==> src/rtl/hazard_pkg.sv <==
// Shared types and constants for the decode-stage hazard scoreboard.
package hazard_pkg;

  localparam int NREG       = 16;
  localparam int AW         = 4;
  localparam int CW         = 32;
  localparam int WDOG_LIMIT = 64;
  localparam int WDW        = $clog2(WDOG_LIMIT + 1);

  localparam logic [AW-1:0] PC_REG = AW'(15);

  // One in-flight destination tracker per pipeline stage (E/M/W).
  typedef struct packed {
    logic          v;
    logic [AW-1:0] dst;
  } slot_t;

  // One-hot of a slot's destination, or zero when the slot is empty.
  function automatic logic [NREG-1:0] slot_onehot(input slot_t s);
    logic [NREG-1:0] oh;
    oh = '0;
    if (s.v) oh[s.dst] = 1'b1;
    return oh;
  endfunction

endpackage

==> src/rtl/hazard_scoreboard_sat_counter.sv <==
// Saturating up-counter with synchronous clear (clear wins over enable).
module sat_counter #(
  parameter int             W   = 8,
  parameter logic [W-1:0]   MAX = '1
) (
  input  logic         clk,
  input  logic         rst_n,
  input  logic         en,
  input  logic         clr,
  output logic [W-1:0] q
);

  // Count up while enabled, park at MAX, clear on request.
  always_ff @(posedge clk or negedge rst_n) begin
    if (!rst_n)                 q <= '0;
    else if (clr)               q <= '0;
    else if (en && (q != MAX))  q <= q + W'(1);
  end

endmodule

==> src/rtl/hazard_scoreboard.sv <==
// Decode-stage RAW hazard scoreboard: tracks E/M/W destinations, stalls
// fetch/decode, injects bubbles into E, applies branch kills, and keeps
// stall statistics plus a frozen-pipeline watchdog.
module hazard_scoreboard
  import hazard_pkg::*;
(
  input  logic            clk,
  input  logic            rst_n,
  input  logic            instr_valid_d,
  input  logic [AW-1:0]   ra1_d,
  input  logic            ra1_used,
  input  logic [AW-1:0]   ra2_d,
  input  logic            ra2_used,
  input  logic [AW-1:0]   wa_d,
  input  logic            regwrite_d,
  input  logic            branch_kill,
  input  logic            mem_busy,
  input  logic            stat_clr,
  output logic            stall_f,
  output logic            stall_d,
  output logic            bubble_e,
  output logic [NREG-1:0] pending_mask,
  output logic [CW-1:0]   stall_cycles,
  output logic            watchdog_err
);

  localparam logic [WDW-1:0] WD_MAX  = WDW'(WDOG_LIMIT);
  localparam logic [WDW-1:0] WD_TRIP = WDW'(WDOG_LIMIT - 1);

  slot_t          e_q, m_q, w_q;
  logic           hazard;
  logic           issue;
  logic           hz_count;
  logic [WDW-1:0] wd_cnt;

  // W is excluded: the register file writes through, so a writeback and a
  // same-cycle read of that register see the new value.
  function automatic logic match(input slot_t e, input slot_t m, input logic [AW-1:0] r);
    return (e.v && (e.dst == r)) || (m.v && (m.dst == r));
  endfunction

  // Hazard detection and stall/bubble steering; mem_busy overrides all.
  always_comb begin
    hazard = instr_valid_d &&
             ((ra1_used && (ra1_d != PC_REG) && match(e_q, m_q, ra1_d)) ||
              (ra2_used && (ra2_d != PC_REG) && match(e_q, m_q, ra2_d)));
    issue    = instr_valid_d && regwrite_d && !hazard && !branch_kill;
    hz_count = hazard && !branch_kill && !mem_busy;
    // Outputs are forced quiet while reset is asserted, whatever mem_busy does.
    stall_f  = rst_n && (mem_busy || (hazard && !branch_kill));
    stall_d  = stall_f;
    bubble_e = rst_n && !mem_busy && (hazard || branch_kill);
  end

  // Pending-write mask across every valid in-flight slot.
  always_comb begin
    pending_mask = slot_onehot(e_q) | slot_onehot(m_q) | slot_onehot(w_q);
  end

  // Advance the E/M/W trackers unless memory has frozen the pipe.
  always_ff @(posedge clk or negedge rst_n) begin
    if (!rst_n) begin
      e_q <= '0;
      m_q <= '0;
      w_q <= '0;
    end else if (!mem_busy) begin
      w_q <= m_q;
      m_q <= e_q;
      e_q <= '{v: issue, dst: wa_d};
    end
  end

  sat_counter #(
    .W   (CW),
    .MAX ({CW{1'b1}})
  ) u_stall_cnt (
    .clk   (clk),
    .rst_n (rst_n),
    .en    (hz_count),
    .clr   (stat_clr),
    .q     (stall_cycles)
  );

  sat_counter #(
    .W   (WDW),
    .MAX (WD_MAX)
  ) u_wdog_cnt (
    .clk   (clk),
    .rst_n (rst_n),
    .en    (stall_f),
    .clr   (!stall_f),
    .q     (wd_cnt)
  );

  // Sticky error raised on the edge that brings the run length to the limit.
  always_ff @(posedge clk or negedge rst_n) begin
    if (!rst_n)                               watchdog_err <= 1'b0;
    else if (stall_f && (wd_cnt >= WD_TRIP))  watchdog_err <= 1'b1;
  end

endmodule

==> config.mk <==
export PLATFORM = sky130hd
export DESIGN_NAME = hazard_scoreboard
export DESIGN_NICKNAME = d
export VERILOG_FILES = /design/src/rtl/hazard_pkg.sv /design/src/rtl/hazard_scoreboard_sat_counter.sv /design/src/rtl/hazard_scoreboard.sv
export SDC_FILE = /design/constraint.sdc
export NUM_CORES = 1
export LEC_CHECK = 0
export ABC_AREA = 1
export CAP_MARGIN = 20
export CELL_PAD_IN_SITES_DETAIL_PLACEMENT = 2
export CELL_PAD_IN_SITES_GLOBAL_PLACEMENT = 2
export CORE_AREA = 2 2 132 134
export DETAILED_ROUTE_END_ITERATION = 10
export DIE_AREA = 0 0 134 136
export PLACE_DENSITY = 0.75
export SLEW_MARGIN = 20
export SYNTH_ARGS = -nofsm -noshare
export SYNTH_HDL_FRONTEND = slang
export SYNTH_HIERARCHICAL = 1
export SYNTH_SLANG_ARGS = --single-unit
==> constraint.sdc <==
create_clock -name clk -period 2.2 [get_ports clk]
set_clock_uncertainty 0.15 [all_clocks]
set_input_delay 0.44 -clock clk [delete_from_list [all_inputs] [get_ports clk]]
set_output_delay 0.44 -clock clk [all_outputs]
set_load 0.03 [all_outputs]
* Yosys cells after proc, flatten, opt, wreduce, memory -nomap -nowiden *
Index checks and enable logic that the tools add are counted.

operators by class
  add/subtract/negate cells = 2
  $lt $le $gt $ge = 7
  equal/unequal tests = 9
  muxes and demuxes = 13
  bitwise gates (word level) = 2
  reductions and logical operators = 32

operators with widths
  operator                                              count
  2-to-1 mux 32 bit                                     2
  2-to-1 mux 16 bit                                     3
  adder 32 x 1 -> 32 bit (second input constant)        1
  != test 32 bit (second input constant)                1
  OR 16 bit                                             2
  logical AND 1 bit                                     23
  equality test 4 bit                                   4
  < comparator 4 x 5 -> 1 bit (second input constant)   3
  2-to-1 mux 7 bit                                      2
  demux 1 bit (select 4 bit)                            3
  >= comparator 4 x 1 -> 1 bit (second input constant)  3
  != test 4 bit (second input constant)                 2
  adder 7 x 1 -> 7 bit (second input constant)          1
  >= comparator 7 x 6 -> 1 bit (second input constant)  1
  != test 7 bit (second input constant)                 1
  logical OR 1 bit                                      5
  zero test 1 bit                                       3
  2-to-1 mux 1 bit                                      3
  != test 2 x 1 -> 1 bit (second input constant)        1
  nonzero test 2 bit                                    1

word-level totals
  flip-flop bits (word level) = 55
  bits of input ports = 21
  output and inout bits = 52
  logic and storage cells = 74

* Logic depth before layout (Yosys ltp) *
  depth after elaboration = 12
  gate-level depth with buffers = 17
  mapped depth without buffers = 17

* Modules after synthesis *
The synthesis kept the hierarchy.

by module, submodules not included
  module                      instances  cells an instance  area an instance (um2)
  sat_counter at u_stall_cnt  1          345                2243.4
  hazard_scoreboard           1          244                1391.3
  sat_counter at u_wdog_cnt   1          67                 470.5

* Worst setup path before layout *
No wires, ideal clock.

  kind = flip-flop to flip-flop
  start point = reg e_q[0] in the netlist's numbering
  end point = reg u_stall_cnt.q[25]
  arrival time = 1.945 ns
  path slack = 0.040 ns
  stages on the path, launching flop included = 15
  path buffers = 1
  period minus slack after synthesis = 2.160 ns
  cell sequence = dfrtp_1 > inv_1 > nor2_1 > nor2_1 > nand3_1 > nand2_1 > nand2_1 > nand2_2 > nand3_2 > nor2_1 > inv_1 > a21oi_1 > buf_2 > nand4_1 > nand2_1

on the way
  word-level cells in the longest chain between the ends = 10
  elaborated cells on any way between the ends = 14
  those cells by class = eq/ne: 2; reduce/logical: 12

ends and longest elaborated chain
  item                                  RTL line                                          RTL
  start: declaration                    hazard_scoreboard.sv:30                           slot_t e_q, m_q, w_q;
  start signal: assignment              hazard_scoreboard.sv:69                           e_q <= '{v: issue, dst: wa_d};
  equality test 4 bit                   hazard_scoreboard.sv:39                           return (e.v && (e.dst == r)) || (m.v && (m.dst == r));
  logical AND 1 bit                     hazard_scoreboard.sv:39
  logical OR 1 bit                      hazard_scoreboard.sv:39
  logical AND 1 bit (on tied branches)  hazard_scoreboard.sv:45, hazard_scoreboard.sv:46
  logical OR 1 bit *                    hazard_scoreboard.sv:45                           ((ra1_used && (ra1_d != PC_REG) && match(e_q, m_q, ra1_d)) ||
  logical AND 1 bit *                   hazard_scoreboard.sv:44                           hazard = instr_valid_d &&
  logical AND 1 bit * (2 in a row)      hazard_scoreboard.sv:48                           hz_count = hazard && !branch_kill && !mem_busy;
  named net hz_count                    hazard_scoreboard.sv:33                           logic hz_count;
  logical AND 1 bit *                   hazard_scoreboard_sat_counter.sv:17               else if (en && (q != MAX)) q <= q + W'(1);
  nonzero test 2 bit (no line) *        -
  end signal: assignment                hazard_scoreboard_sat_counter.sv:17
  end: declaration                      hazard_scoreboard_sat_counter.sv:10               output logic [W-1:0] q

The timed path passes the listed nets; every way through them passes the cells marked *.
A chain may end at the register's enable or synchronous reset.

* Worst setup path in the final report *
  start point = reg e_q[1] in the netlist's numbering
  end point = out bubble_e

on the way
  word-level cells in the longest chain between the ends = 8
  elaborated cells on any way between the ends = 12
  those cells by class = eq/ne: 2; reduce/logical: 10

ends and longest elaborated chain
  item                                  RTL line                                          RTL
  equality test 4 bit                   hazard_scoreboard.sv:39
  logical AND 1 bit                     hazard_scoreboard.sv:39
  logical OR 1 bit                      hazard_scoreboard.sv:39
  logical AND 1 bit (on tied branches)  hazard_scoreboard.sv:45, hazard_scoreboard.sv:46
  logical OR 1 bit *                    hazard_scoreboard.sv:45
  logical AND 1 bit *                   hazard_scoreboard.sv:44
  logical OR 1 bit *                    hazard_scoreboard.sv:52                           bubble_e = rst_n && !mem_busy && (hazard || branch_kill);
  logical AND 1 bit *                   hazard_scoreboard.sv:52
  end: declaration                      hazard_scoreboard.sv:21                           output logic bubble_e,

Mark *: on every way between the ends. The rest lies on a longest branch, timed or not.

==> summary.txt <==
Cells and area
  – Most frequent cells in the layout: nand2_1 (230), nor2_1 (70), nand3_1 (59), buf_4 (59), inv_1 (53)
  – Share of cells above drive strength 1: 26.94%
  – Area grow syn2layout: 51.51%
  – Finished Core Util: 36.86%
  – Nets: 822
  – Ant diodes: 0
  – Fill cells: 2003
  – Design area: 0.006220 mm2
  – Leading cell type in the layout, fill and taps excluded: nand2_1
  – Area of the multi-input gates: between 0.002 and 0.003 mm2
  – Register area: 0.001381 mm2

Critical path
  – Reg-to-Reg End: u_stall_cnt/q[16]$_DFFE_PN0P_
  – Slowest CP cell: dfrtp_2
  – Req. time, crit path: ~1600 ps
  – R2R Setup Slk: -190 ps
  – Worst path cell trace: nand2_2, nand2_1, nor2_1, nand3_1, nand2_1, nand2_1, nand2_2, nand2_2, nand2_2, nand2_2, nor2_4, buf_6
  – Crit path DAT: 1960 ps
  – Max incr delay on CP: 480 ps
  – Crit Path Max Fanout: 4
  – Endpoint class of the critical path: primary output
  – CP Launch Point: e_q[1]$_DFFE_PN0N_
  – Worst path most repeated cell: nand2_2
  – Reg2reg path depth: 15
  – CP Class: register to primary output
  – Crit start category: register
  – Reg2reg start: e_q[1]$_DFFE_PN0N_
  – Setup crit end: bubble_e

Job
  – Max-cap viol count: 0

Min path
  – Min-delay worst type: primary input to async pin

Floorplan
  – Die Ht: 136 um
  – Core Rows: 48
  – Chip Width: about 130 um
  – Core area: 0.01688 mm2
  – Initial Util: 24.33%
  – Die footprint: 0.01822 mm2
  – # IOs: 73

Timing
  – Pins Over Slew Limit: 0
  – Final hold violation count: 0
  – Fmax: between 0.3 and 0.4 GHz
  – Final setup vio count: 53
  – Relative slew slack: 59.89%
  – Period Utilization, post-route: 115.7%
  – Final TNS setup: -5529 ps
  – Final setup margin: -345.3 ps
  – Measured slew at the worst slew-check pin: 601.7 ps
  – RSZ-0062 raised after global routing: yes
  – Tmin final: 2545 ps

Logic synthesis
  – Synth area leaders: dfrtp_1 (34%), nand2_1 (23%), nand3_1 (9.0%)
  – Top cell type's share of synthesized area: 33.53%
  – Post-synth EDFFs: 0
  – Syn nets: slightly below 700
  – Syn_area_per_cell: 6.258 um2
  – Yosys top cell by area: dfrtp_1
  – Cell area after synthesis: 0.004105 mm2
  – Ys flop type: dfrtp_1
  – Cells after Synth: 656
  – Register area share after synthesis: 33.53%
  – Synthesized flop and latch total: 55
  – YS warnings: 6
  – Cell variety after synth: 36
  – Post-synth ARST share: 100.0%

Global routing
  – Number of global-route vias before repair: 5661
  – Largest net degree at the start of global routing: 43
  – Tot GR Track Use: 20.96%
  – Antenna violations before repair: 1
  – GRT overflow: 0
  – First-pass GRT wire length: between 30000 and 40000 um

Outcome
  – Violated checks: negative setup slack
  – Outcome: complete, but fails checks

Route
  – Total Wirelength: 19460 um
  – DRC Markers: 0
  – Via count: 4943
  – Total iterations of the first detailed-routing run: 4
  – Final ANT Viol Nets: 0
  – DR iter-0 viols: 202
  – WL per Instance: 19.02 um
  – Drt via density: 4.832

Clock tree
  – CTS sink count: 55
  – Reg clk slew, reported paths: 70 ps
  – Clock Latency Late Sink: 300 ps
  – CTS buffer count: 5
  – Clock Root Buffer: clkbuf_16
  – Htree depth: 2
  – CTS tree: done
  – Clk buf depth: 2

Pwr
  – Pwr dens: approximately 430 mW/mm2
  – Lkg Pwr: 2.914 nW
  – Worst vdd ir: 0.2793 mV

Placed design
  – Port buffer count: between 70 and 80
  – RePlAce Congestion: 0.8365
  – HPWL after DPL: 13940 um
  – Placed inst area: ~0.0054 mm2
-- cells by family (layout without fill, tap and decap cells) --
group / Yosys count / in the layout / share of synthesized area, %
adders and majority gates: 3 / 3 / 0.9145
DFF: 55 / 55 / 33.53
and+or+nand+nor: 456 / 456 / 48.25
xor gates and xnor gates: 11 / 11 / 2.347
buffers and inverters: 87 / 229 / 9.204
AOI/OAI and AO/OA: 44 / 44 / 5.761
-- metrics by stage --
step / instances / total power [mW] / worst slack, ps / hold WS, ps
after floorplan: 656 / 1.313 / 39.63 / -5.591
after global placement: 993 / 1.554 / -477.3 / 162.7
after detailed placement: 993 / 1.578 / -584.4 / 157.9
after CTS: 1019 / 2.607 / -235.3 / 62.96
after global routing: 1023 / 2.779 / -487.7 / 80.34
final: 1023 / 2.675 / -345.3 / 67.17
-- repair_timing --
item / 4_1_cts / 5_1_grt
pin swaps: 12 / 28
hold buffers: 1 / 0
setup buffers: 19 / 7
endpoints found under the setup margin: 57 / 59
gates resized for setup: 70 / 86
hold endpoints to repair: 3 / 0
cloned: 2 / 0
-- registers in the layout, indices dropped and copies added (netlist names) --
register and cells:
m_q 5, e_q 5, w_q 5, u_stall_cnt/q 32, watchdog_err 1, u_wdog_cnt/q 7
-- synthesized netlist by cell type (3+ instances only) --
cell and n:
ha_1 3, clkbuf_1 4, nand2_4 4, o21ai_0 22
inv_1 61, nand4_1 12, nor2_2 6, nand2_1 251
nand3_1 74, xor2_1 6, buf_2 3, inv_2 8
nor2_1 84, a21oi_1 5, dfrtp_1 55, buf_6 5
nand3_2 3, nor3_1 9, o21ai_1 10, nand2_2 7
xnor2_1 5
-- worst min-delay path by stage --
stage	from	endpoint	cells past startpoint
2_1_floorplan	rst_n	e_q[0]$_DFFE_PN0N_	0
3_3_place_gp	rst_n	watchdog_err$_DFFE_PN0P_	1
3_5_place_dp	rst_n	watchdog_err$_DFFE_PN0P_	1
4_1_cts	rst_n	m_q[2]$_DFFE_PN0N_	2
5_1_grt	rst_n	m_q[2]$_DFFE_PN0N_	2
6_report	rst_n	m_q[2]$_DFFE_PN0N_	2
-- worst max-delay path, delay by kind of cell, from the launching register on --
| family | cells | cell delay, ps |
|---|---|---|
| AND/OR/NAND/NOR | 11 | 1040 |
| flip-flops | 1 | 480 |
| buffers and inverters | 1 | 140 |
-- final cells by class --
cell class	instances	area share (%)
Timing Repair Buffer	150	22.75
Sequential cell	55	22.21
Clock inverter	2	0.6035
Multi-Input combinational cell	514	43.11
Clock buffer	5	2.012
Inverter	72	4.788
Tap cell	225	4.526
-- layer usage --
metal	global-route usage [%]	part of all wire, %	vias to the layer above
met5	0	0	-
met4	3.605	2.0	0
met3	2.125	2.5	29
met2	40.66	53	88
met1	25.16	42	2484
li1	-	-	2342
-- power breakdown --
| part | internal (mW) | leakage, nW | switching, mW | total, mW |
|---|---|---|---|---|
| logic | 0.251 | 2.10 | 0.395 | 0.646 |
| registers | 1.04 | 0.737 | 0.0458 | 1.09 |
| clock network | 0.533 | 0.0759 | 0.408 | 0.941 |
No activity file was read; power rests on OpenSTA's default activity.
